$ cat config.mk
export PLATFORM = sky130hd
export DESIGN_NAME = seq_scan_ctrl
export DESIGN_NICKNAME = d
export VERILOG_FILES = /design/src/rtl/seq_scan_pkg.sv /design/src/rtl/seq_det_core.sv /design/src/rtl/seq_scan_ctrl.sv
export SDC_FILE = /design/constraint.sdc
export NUM_CORES = 1
export LEC_CHECK = 0
export CORE_ASPECT_RATIO = 0.8
export CORE_MARGIN = 1
export CORE_UTILIZATION = 33
export CTS_BUF_LIST = sky130_fd_sc_hd__clkbuf_8
export CTS_CLUSTER_DIAMETER = 200
export DETAILED_ROUTE_END_ITERATION = 10
export PLACE_DENSITY = 0.59
export SLEW_MARGIN = 0
export SYNTH_ARGS = -nofsm -noshare
export SYNTH_HDL_FRONTEND = slang
export SYNTH_SLANG_ARGS = --single-unit
$ cat constraint.sdc
create_clock -name clk -period 2.2 [get_ports clk]
set_input_delay 0.44 -clock clk [delete_from_list [all_inputs] [get_ports clk]]
set_output_delay 0.44 -clock clk [all_outputs]
set_load 0.02 [all_outputs]
$ cat src/rtl/seq_scan_pkg.sv
`default_nettype none
// ============================================================================
//  Module      : seq_scan_pkg
//  Description : Shared definitions for the sequence-scan controller:
//                2-bit FSM state encoding, default detection pattern and
//                length, and a helper that builds the pattern compare mask.
//  Revision    : 1.0  initial release
// ============================================================================
package seq_scan_pkg;

    typedef enum logic [1:0] {
        ST_IDLE  = 2'd0,
        ST_LOAD  = 2'd1,
        ST_SHIFT = 2'd2,
        ST_DONE  = 2'd3
    } state_t;

    // Default pattern 1110010, right-aligned; MSB of the valid field is oldest.
    localparam logic [7:0] c_DEF_PATTERN = 8'b0111_0010;
    localparam int         c_DEF_PAT_LEN = 7;

    // Mask selecting the low n bits (n in 1..8).
    function automatic logic [7:0] pat_mask(input int n);
        logic [8:0] m;
        m = (9'd1 << n) - 9'd1;
        return m[7:0];
    endfunction

endpackage
`default_nettype wire

$ cat src/rtl/seq_det_core.sv
`default_nettype none
// ============================================================================
//  Module      : seq_det_core
//  Description : Serial pattern detector. Keeps a shift history of the most
//                recent bits plus a fill counter so that a match is only
//                reported once PAT_LEN bits have been seen since the last
//                clear. Overlapping matches are all reported.
//  Ports       : clk, rst   - clock, synchronous active-high reset
//                clr        - clear history and fill count (job start)
//                bit_en     - bit_in is valid this cycle
//                bit_in     - serial bit, oldest first
//                hit        - combinational: this cycle's bit completes a match
//                match      - registered hit (one-cycle pulse, next cycle)
//  Revision    : 1.0  initial release
// ============================================================================
module seq_det_core
    import seq_scan_pkg::*;
#(
    parameter logic [7:0] PATTERN = c_DEF_PATTERN,
    parameter int         PAT_LEN = c_DEF_PAT_LEN
) (
    input  logic clk,
    input  logic rst,
    input  logic clr,
    input  logic bit_en,
    input  logic bit_in,
    output logic hit,
    output logic match
);

    localparam logic [7:0] c_MASK = pat_mask(PAT_LEN);
    // Bits that must already be in the history before the current bit.
    localparam logic [3:0] c_NEED = 4'(PAT_LEN - 1);

    logic [6:0] r_hist;
    logic [3:0] r_fill;
    logic       r_match;
    logic [7:0] w_window;
    logic       w_hit;

    // Window = history followed by the incoming bit (newest in bit 0).
    assign w_window = {r_hist, bit_in};
    assign w_hit    = bit_en && (r_fill >= c_NEED) &&
                      ((w_window & c_MASK) == (PATTERN & c_MASK));

    always_ff @(posedge clk) begin
        if (rst) begin
            r_hist  <= '0;
            r_fill  <= '0;
            r_match <= 1'b0;
        end else begin
            r_match <= w_hit;
            if (clr) begin
                r_hist <= '0;
                r_fill <= '0;
            end else if (bit_en) begin
                r_hist <= w_window[6:0];
                if (r_fill != 4'd8) begin
                    r_fill <= r_fill + 4'd1;
                end
            end
        end
    end

    assign hit   = w_hit;
    assign match = r_match;

endmodule
`default_nettype wire

$ cat src/rtl/seq_scan_ctrl.sv
`default_nettype none
// ============================================================================
//  Module      : seq_scan_ctrl
//  Description : Scan-job controller. A job of len words is accepted one
//                word at a time (LOAD), each word is shifted MSB-first into
//                a serial pattern detector (SHIFT, 8 cycles), and a one-cycle
//                done pulse closes the job. Matches are pulsed and counted
//                (saturating) per job.
//  Ports       : clk, rst            - clock, synchronous active-high reset
//                start, len          - job request and word count
//                din_valid, din      - input word stream
//                din_ready           - word accepted this cycle when valid
//                busy, done          - job status / completion pulse
//                match_pulse         - one pulse per detected pattern
//                match_cnt           - matches in current/last job
//                abort               - only with SEQ_SCAN_ABORT_EN defined:
//                                      drop the job from LOAD/SHIFT, no done
//  Config      : SEQ_SCAN_ABORT_EN   - adds the abort input
//  Revision    : 1.0  initial release
// ============================================================================
module seq_scan_ctrl
    import seq_scan_pkg::*;
#(
    parameter logic [7:0] PATTERN = c_DEF_PATTERN,
    parameter int         PAT_LEN = c_DEF_PAT_LEN,
    parameter int         CNT_W   = 8
) (
    input  logic             clk,
    input  logic             rst,
    input  logic             start,
    input  logic [7:0]       len,
`ifdef SEQ_SCAN_ABORT_EN
    input  logic             abort,
`endif
    input  logic             din_valid,
    input  logic [7:0]       din,
    output logic             din_ready,
    output logic             busy,
    output logic             done,
    output logic             match_pulse,
    output logic [CNT_W-1:0] match_cnt
);

    localparam logic [CNT_W-1:0] c_CNT_MAX = '1;
    localparam logic [CNT_W-1:0] c_CNT_ONE = CNT_W'(1);

    state_t           r_state;
    logic [7:0]       r_words_left;
    logic [7:0]       r_shreg;
    logic [2:0]       r_bit_idx;
    logic [CNT_W-1:0] r_cnt;
    logic             r_done;
    logic             r_busy;
    logic             r_din_ready;

    logic w_abort;
    logic w_bit_en;
    logic w_clr;
    logic w_hit;
    logic w_match;

`ifdef SEQ_SCAN_ABORT_EN
    assign w_abort = abort && ((r_state == ST_LOAD) || (r_state == ST_SHIFT));
`else
    assign w_abort = 1'b0;
`endif

    // An aborted cycle shifts nothing, so no match can be counted on it.
    assign w_bit_en = (r_state == ST_SHIFT) && !w_abort;
    assign w_clr    = (r_state == ST_IDLE) && start;

    seq_det_core #(
        .PATTERN (PATTERN),
        .PAT_LEN (PAT_LEN)
    ) u_det (
        .clk    (clk),
        .rst    (rst),
        .clr    (w_clr),
        .bit_en (w_bit_en),
        .bit_in (r_shreg[r_bit_idx]),
        .hit    (w_hit),
        .match  (w_match)
    );

    always_ff @(posedge clk) begin
        if (rst) begin
            r_state      <= ST_IDLE;
            r_words_left <= '0;
            r_shreg      <= '0;
            r_bit_idx    <= '0;
            r_cnt        <= '0;
            r_done       <= 1'b0;
            r_busy       <= 1'b0;
            r_din_ready  <= 1'b0;
        end else begin
            r_done <= 1'b0;
            case (r_state)
                ST_IDLE: begin
                    if (start) begin
                        r_cnt  <= '0;
                        r_busy <= 1'b1;
                        if (len != 8'd0) begin
                            r_state      <= ST_LOAD;
                            r_words_left <= len;
                            r_din_ready  <= 1'b1;
                        end else begin
                            r_state <= ST_DONE;
                            r_done  <= 1'b1;
                        end
                    end
                end
                ST_LOAD: begin
                    if (w_abort) begin
                        r_state     <= ST_IDLE;
                        r_busy      <= 1'b0;
                        r_din_ready <= 1'b0;
                    end else if (din_valid && r_din_ready) begin
                        r_shreg     <= din;
                        r_bit_idx   <= 3'd7;
                        r_state     <= ST_SHIFT;
                        r_din_ready <= 1'b0;
                    end
                end
                ST_SHIFT: begin
                    if (w_abort) begin
                        r_state <= ST_IDLE;
                        r_busy  <= 1'b0;
                    end else begin
                        // Counter moves on the same edge the match pulse rises.
                        if (w_hit && (r_cnt != c_CNT_MAX)) begin
                            r_cnt <= r_cnt + c_CNT_ONE;
                        end
                        if (r_bit_idx == 3'd0) begin
                            r_words_left <= r_words_left - 8'd1;
                            if (r_words_left == 8'd1) begin
                                r_state <= ST_DONE;
                                r_done  <= 1'b1;
                            end else begin
                                r_state     <= ST_LOAD;
                                r_din_ready <= 1'b1;
                            end
                        end else begin
                            r_bit_idx <= r_bit_idx - 3'd1;
                        end
                    end
                end
                ST_DONE: begin
                    r_state <= ST_IDLE;
                    r_busy  <= 1'b0;
                end
                default: begin
                    r_state     <= ST_IDLE;
                    r_busy      <= 1'b0;
                    r_din_ready <= 1'b0;
                end
            endcase
        end
    end

    assign din_ready   = r_din_ready;
    assign busy        = r_busy;
    assign done        = r_done;
    assign match_pulse = w_match;
    assign match_cnt   = r_cnt;

endmodule
`default_nettype wire

==> results.sh, run 1 <==
export IMPL_synthCells=281
export IMPL_synth_top_area_cell="dfxtp_1"
export IMPL_crit_family="simple AND/OR/NAND/NOR gates"
export IMPL_cts_tree="built"
export IMPL_routed_wl_um=5412
export IMPL_start_util_pct=35.11
export IMPL_hold_buffers=0
export IMPL_grt_max_degree=32
export IMPL_overflow=0
export IMPL_ys_ff_latch=43
export IMPL_rows=26
export IMPL_synth_top_family_by_area="simple AND/OR/NAND/NOR gates"
export IMPL_numCtsBuffers=5
export IMPL_reg2reg_to="match_cnt[5]$_SDFFE_PP0P_"
export IMPL_endpoint_kind="register"
export IMPL_power_per_cell_area_nw_per_um2=1034
export IMPL_arrival_ns=2.38
export IMPL_die_area_um2=7297
export IMPL_avgViaCountPerCell=5.097
export IMPL_hold_class="register to register"
export IMPL_synth_edf_count=0
export IMPL_cts_sinks=43
export IMPL_synthTopCellsByCount="nand2_1 (44), dfxtp_1 (43), nor2_1 (28)"
export IMPL_ys_top_cells_by_area="dfxtp_1 (37%), nand2_1 (7.2%), ha_1 (7.1%)"
export IMPL_path_cells="mux4_2, mux2_4, or4b_4, or3_1, o21ai_1"
export IMPL_ys_seq_area_share_pct=37.49
export IMPL_hpwl_um=3954
export IMPL_irDropWorstVdd_v=0.0005917
export IMPL_clk_latency_ns=0.29
export IMPL_start_kind="register"
export IMPL_slowest_delay_ns=0.52
export IMPL_die_w_um=95.26
export IMPL_critPathSlowestCell="mux4_2"
export IMPL_async_reset_ff_share_pct=0
export IMPL_drt_first_pass_iters=4
export IMPL_nets=372
export IMPL_post_route_cell_area_um2=3045
export IMPL_drv_slew=0
export IMPL_required_ns=2.43
export IMPL_die_h_um=76.61
export IMPL_r2r_slack_ns=0.05
export IMPL_grt_pass1_wl_um=9397
export IMPL_track_usage_pct=16.21
export IMPL_timing_final_hold_violations=0
export IMPL_cts_root_buf="clkbuf_8"
export IMPL_cp_depth=5
export IMPL_n_antenna_cell=0
export IMPL_synth_area_per_cell_um2=8.171
export IMPL_worst_pin_slew_ns=0.6329
export IMPL_r2r_cells=5
export IMPL_p_leak_nw=1.120
export IMPL_antenna_found_initial=0
export IMPL_syn_cell_area_um2=2296
export IMPL_synth_most_common_cell="nand2_1"
export IMPL_place_congestion=0.7995
export IMPL_cp_num_buf_inv=0
export IMPL_area_delta_synth_final_pct=32.64
export IMPL_min_period_ns=2.151
export IMPL_rsz0062_at_grt="yes"
export IMPL_yosys_area_share_adder_pct=7.084
export IMPL_drv_cap=0
export IMPL_crit_start="r_bit_idx[0]$_SDFFE_PP0P_"
export IMPL_drtIter0Drc=107
export IMPL_boundaryPins=32
export IMPL_endpoint="match_cnt[5]$_SDFFE_PP0P_"
export IMPL_yosysTopAreaCellShare_pct=37.49
export IMPL_grt_pass1_vias=2039
export IMPL_max_freq_mhz=464.8
export IMPL_synth_top_flop_cell="dfxtp_1"
export IMPL_preCtsSetupSlack_ns=-0.08881
export IMPL_status="finished, final reports clean"
export IMPL_drive_above_1_share_pct=13.53
export IMPL_fin_skew_ns=0.007214
export IMPL_setup_violations_final=0
export IMPL_yosysWarnings=0
export IMPL_finalPower_mw=3.150
export IMPL_port_buffers=31
export IMPL_fin_crit_sh_pct=97.79
export IMPL_synthXorXnorAreaFrac_pct=1.526
export IMPL_synth_nets=314
export IMPL_fin_ws_ns=0.04871
export IMPL_vias=2161
export IMPL_worst_path_max_fanout=5
export IMPL_synth_compound_area_share_pct=18.64
export IMPL_synth_area_mux_share_pct=7.629
export IMPL_htree_levels=2
export IMPL_path_class="register to register"
export IMPL_postRouteAntennaNets=0
export IMPL_r2r_start="r_bit_idx[0]$_SDFFE_PP0P_"
export IMPL_core_area_um2=6539
export IMPL_ys_types=42
export IMPL_slew_headroom_pct=57.42
export IMPL_clockBufferDepth=2
export IMPL_dpl_cell_area_um2=2880
export IMPL_synthSimpleGateAreaFrac_pct=23.87
export IMPL_drcViolationCount=0
export IMPL_wl_per_cell_um=12.76
export IMPL_clkTransAtPathRegs_ns=0.09
==> logic make-up after synthesis <==
family / after synthesis
fa+ha+maj: 13
flops: 43
mux: 14
simple gates: 118
compound gates: 66
xor+xnor: 4
buf+inv: 23
==> cell usage in the layout, fill, tap and decap left out, types with 2 or more instances in the layout <==
| cell | instances |
|---|---|
| nand3_1 | 10 |
| o21ai_0 | 12 |
| nand2_1 | 44 |
| nand2b_1 | 6 |
| a2111oi_1 | 2 |
| nor4_1 | 3 |
| nor3_1 | 5 |
| a221oi_1 | 2 |
| bufinv_16 | 2 |
| mux4_2 | 2 |
| a31oi_1 | 4 |
| ha_2 | 2 |
| and2_1 | 5 |
| o21ai_1 | 3 |
| a21o_1 | 2 |
| inv_1 | 15 |
| clkbuf_8 | 5 |
| mux2i_1 | 10 |
| ha_1 | 11 |
| a2111oi_0 | 2 |
| dfxtp_1 | 42 |
| nor2b_1 | 3 |
| buf_4 | 28 |
| clkdlybuf4s50_1 | 31 |
| xnor2_1 | 3 |
| nand4_1 | 6 |
| nor2_1 | 28 |
| a211oi_1 | 7 |
| a21oi_1 | 19 |
| or3_1 | 4 |
==> how the worst min path moves through the flow <==
stage / start / end / slack (ns) / cells past startpoint
5_1_grt: r_shreg[2]$_SDFFE_PP0P_ / r_shreg[2]$_SDFFE_PP0P_ / 0.50 / 2
3_3_place_gp: r_shreg[1]$_SDFFE_PP0P_ / r_shreg[1]$_SDFFE_PP0P_ / 0.45 / 2
3_5_place_dp: r_shreg[2]$_SDFFE_PP0P_ / r_shreg[2]$_SDFFE_PP0P_ / 0.45 / 2
2_1_floorplan: r_shreg[1]$_SDFFE_PP0P_ / r_shreg[1]$_SDFFE_PP0P_ / 0.43 / 2
4_1_cts: r_shreg[2]$_SDFFE_PP0P_ / r_shreg[2]$_SDFFE_PP0P_ / 0.47 / 2
6_report: r_shreg[6]$_SDFFE_PP0P_ / r_shreg[6]$_SDFFE_PP0P_ / 0.47 / 2
==> tightest hold or removal path, delay by kind of cell (launching register included) <==
kind | cells | cell delay, ns
AOI/OAI and AO/OA | 1 | 0.05
and+or+nand+nor | 1 | 0.06
DFF | 1 | 0.32
==> flip-flops by register name (all words and copies together), names as in the netlist <==
name / count
r_bit_idx: 3
u_det.r_fill: 4
din_ready: 1
u_det.r_hist: 6
u_det.match: 1
match_cnt: 8
r_shreg: 8
r_state: 2
done: 1
r_words_left: 8
busy: 1
==> stage by stage <==
step                utilization [%]  hold WS [ns]  TNS [ns]  std cells
finish                        46.57        0.4709         0        424
global route                  46.57        0.4996  -0.09001        424
CTS                           45.98        0.4674         0        422
detailed placement            44.05        0.4494   -0.3079        414
global placement              44.05        0.4475   -0.1176        414
floorplan                         -        0.4315         0        281
==> what timing repair did <==
item | 4_1_cts | 5_1_grt
endpoints found under the setup margin | 4 | 13
pin swaps | 1 | 1
buffers inserted | 0 | 2
resized for setup | 3 | 12
==> layout make-up <==
type / instances / area [um^2]
multi-input cells: 215 / 1359
fillers: 635 / 3493
inverters: 14 / 52.55
well taps: 84 / 105.1
repair buffers: 60 / 531.8
flip-flops and latches: 43 / 864.6
clock buffers: 5 / 68.82
clock inverters: 3 / 63.81
==> layer usage <==
metal	vias up	part of all wire, %	track usage (%)
li1	1129	-	-
met2	53	42	23.86
met4	0	0.78	3.636
met3	5	4.5	3.293
met5	-	0	0
met1	974	53	23.92
==> report_power, final <==
| group | leakage, nW | internal, mW | switching, mW |
|---|---|---|---|
| Sequential | 0.350 | 0.909 | 0.119 |
| Combinational | 0.700 | 0.650 | 0.749 |
| Clock | 0.0695 | 0.449 | 0.274 |
| Total | 1.12 | 2.01 | 1.14 |
Power figures use the tool's default switching activity.
==> run 2, diff against run 1 <==
--- a/config.mk
+++ b/config.mk
@@ -11,6 +11,7 @@
 export CTS_BUF_LIST = sky130_fd_sc_hd__clkbuf_8
 export CTS_CLUSTER_DIAMETER = 200
 export DETAILED_ROUTE_END_ITERATION = 10
+export GPL_TIMING_DRIVEN = 0
 export PLACE_DENSITY = 0.59
 export SLEW_MARGIN = 0
 export SYNTH_ARGS = -nofsm -noshare
==> run 2 against run 1 <==
- register-to-register slack worse by 0.03 ns
- largest cell class unchanged
- design area down 4.8%
- critical endpoint is now match_cnt[4]$_SDFFE_PP0P_
- sequential share of layout area up 1.6 points
- worst setup slack worse by 0.029 ns
- final cell count down 4.5%
- sequential cell count unchanged
- clock skew about the same
- global-route usage up 0.055 points
- highest routed layer unchanged
==> results.sh, run 2 (synthesized netlist as in run 1, its figures left out) <==
export IMPL_drt_first_pass_iters=4
export IMPL_power_per_cell_area_nw_per_um2=1020
export IMPL_hpwl_um=3989
export IMPL_worst_pin_slew_ns=0.7031
export IMPL_fin_skew_ns=0.007587
export IMPL_grt_max_degree=14
export IMPL_path_cells="inv_2, ha_4, nand4_1, a2111o_1, or4b_4, or3_1, o21ai_1"
export IMPL_cts_tree="built"
export IMPL_holdPathStages=2
export IMPL_critPathSlowestCell="or4b_4"
export IMPL_endpoint_kind="register"
export IMPL_path_class="register to register"
export IMPL_rows=26
export IMPL_cp_num_buf_inv=1
export IMPL_die_w_um=95.26
export IMPL_grt_pass1_vias=1984
export IMPL_setup_violations_final=0
export IMPL_boundaryPins=32
export IMPL_max_freq_mhz=458.6
export IMPL_start_util_pct=35.11
export IMPL_worst_path_max_fanout=6
export IMPL_tns_ns=0
export IMPL_clkTransAtPathRegs_ns=0.08
export IMPL_drcViolationCount=0
export IMPL_hold_class="register to register"
export IMPL_core_area_um2=6539
export IMPL_fin_ws_ns=0.01966
export IMPL_holdWs_ns=0.4562
export IMPL_cp_depth=7
export IMPL_most_common_layout_cells="nand2_1 (44), dfxtp_1 (38), clkdlybuf4s50_1 (30)"
export IMPL_arrival_ns=2.42
export IMPL_final_common_cell="nand2_1"
export IMPL_timing_final_hold_violations=0
export IMPL_postRouteAntennaNets=0
export IMPL_met1_usage_pct=23.37
export IMPL_clockBufferDepth=2
export IMPL_nets=353
export IMPL_grt_pass1_wl_um=9411
export IMPL_busiest_layer="met2"
export IMPL_finalPower_mw=2.956
export IMPL_port_buffers=30
export IMPL_slew_headroom_pct=52.63
export IMPL_vias=2100
export IMPL_slowest_delay_ns=0.56
export IMPL_n_antenna_cell=0
export IMPL_area_delta_synth_final_pct=26.27
export IMPL_dp_cells=395
export IMPL_min_period_ns=2.180
export IMPL_crit_family="simple AND/OR/NAND/NOR gates"
export IMPL_die_h_um=76.61
export IMPL_drv_slew=0
export IMPL_start_kind="register"
export IMPL_clk_latency_ns=0.30
export IMPL_routed_wl_um=5395
export IMPL_drv_cap=0
export IMPL_finalNonFillerCells=405
export IMPL_grt_use_met3_pct=3.493
export IMPL_p_leak_nw=0.9925
export IMPL_r2r_slack_ns=0.02
export IMPL_status="finished, final reports clean"
export IMPL_overflow=0
export IMPL_preCtsSetupSlack_ns=-0.4499
export IMPL_cts_sinks=43
export IMPL_irDropWorstVdd_v=0.0006290
export IMPL_r2r_cells=7
export IMPL_drive_above_1_share_pct=9.346
export IMPL_antenna_found_initial=0
export IMPL_wl_per_cell_um=13.32
export IMPL_cts_root_buf="clkbuf_8"
export IMPL_numCtsBuffers=5
export IMPL_rsz0062_at_grt="yes"
export IMPL_avgViaCountPerCell=5.185
export IMPL_die_area_um2=7297
export IMPL_hold_buffers=0
export IMPL_htree_levels=2
export IMPL_fin_crit_sh_pct=99.11
export IMPL_drtIter0Drc=78
export IMPL_track_usage_pct=16.26
export IMPL_place_congestion=0.8054
export IMPL_required_ns=2.44
export IMPL_grt_met2_usage_pct=24.36
## run 2: changes by cell type in the layout (fill, tap and decap cells not counted), sizes merged
cell	change
clkbuf	+8
buf	-25
clkinv	+1
bufinv	-1
clkdlybuf4s50	-1
inv	-1
## run 2: path summary, 6_finish.rpt
| check | startpoint | end |
|---|---|---|
| max reg2reg | r_state[0]$_SDFFE_PP0P_ | match_cnt[4]$_SDFFE_PP0P_ |
| max | r_state[0]$_SDFFE_PP0P_ | match_cnt[4]$_SDFFE_PP0P_ |
| min reg2reg | r_shreg[7]$_SDFFE_PP0P_ | r_shreg[7]$_SDFFE_PP0P_ |
| min | r_shreg[7]$_SDFFE_PP0P_ | r_shreg[7]$_SDFFE_PP0P_ |
## run 2: cell type report
| class | instances | area [um^2] |
|---|---|---|
| plain buffers | 9 | 35.03 |
| clock inverters | 2 | 35.03 |
| flip-flops and latches | 43 | 869.6 |
| repair buffers | 32 | 315.3 |
| inverters | 14 | 52.55 |
| fillers | 669 | 3640 |
| multi-input cells | 215 | 1404 |
| well taps | 84 | 105.1 |
| clock buffers | 6 | 82.58 |
## run 2: routing by layer
layer | routed length [um] | share of wire, % | vias to the layer above
met4 | 57 | 1.1 | 0
met5 | 0 | 0 | -
met2 | 2274 | 42 | 41
met3 | 213 | 3.9 | 7
li1 | - | - | 1087
met1 | 2849 | 53 | 965
## run 2: stage by stage
| stage | cell area (um^2) | util (%) |
|---|---|---|
| 5_1_grt | 2899 | 44.34 |
| 4_1_cts | 2846 | 43.53 |
| 3_5_place_dp | 2701 | 41.31 |
| 2_1_floorplan | 2296 | - |
| 3_3_place_gp | 2701 | 41.31 |
| 6_report | 2899 | 44.34 |
## run 2: repair_timing
action,CTS,global route
pin swaps,3,1
buffers inserted,1,1
gates resized for setup,12,17
setup endpoints to repair,9,13
## run 2: worst min-delay path: stages (launching register included)
cell	delay (ns)
dfxtp_1	0.31
nand2_1	0.05
a21oi_1	0.05
## run 2: report_power, final
group / switching [mW] / internal (mW) / leakage (nW)
sequential: 0.130 / 0.914 / 0.352
combinational: 0.743 / 0.519 / 0.580
clock: 0.283 / 0.368 / 0.0612
total: 1.16 / 1.80 / 0.992
==> run 3, diff against run 2 <==
--- a/config.mk
+++ b/config.mk
@@ -6,7 +6,6 @@
 export NUM_CORES = 1
 export LEC_CHECK = 0
 export CORE_ASPECT_RATIO = 0.8
-export CORE_MARGIN = 1
 export CORE_UTILIZATION = 33
 export CTS_BUF_LIST = sky130_fd_sc_hd__clkbuf_8
 export CTS_CLUSTER_DIAMETER = 200
==> results of run 3 <==
No change in the layout: final DEF, timing and power equal those of run 2.
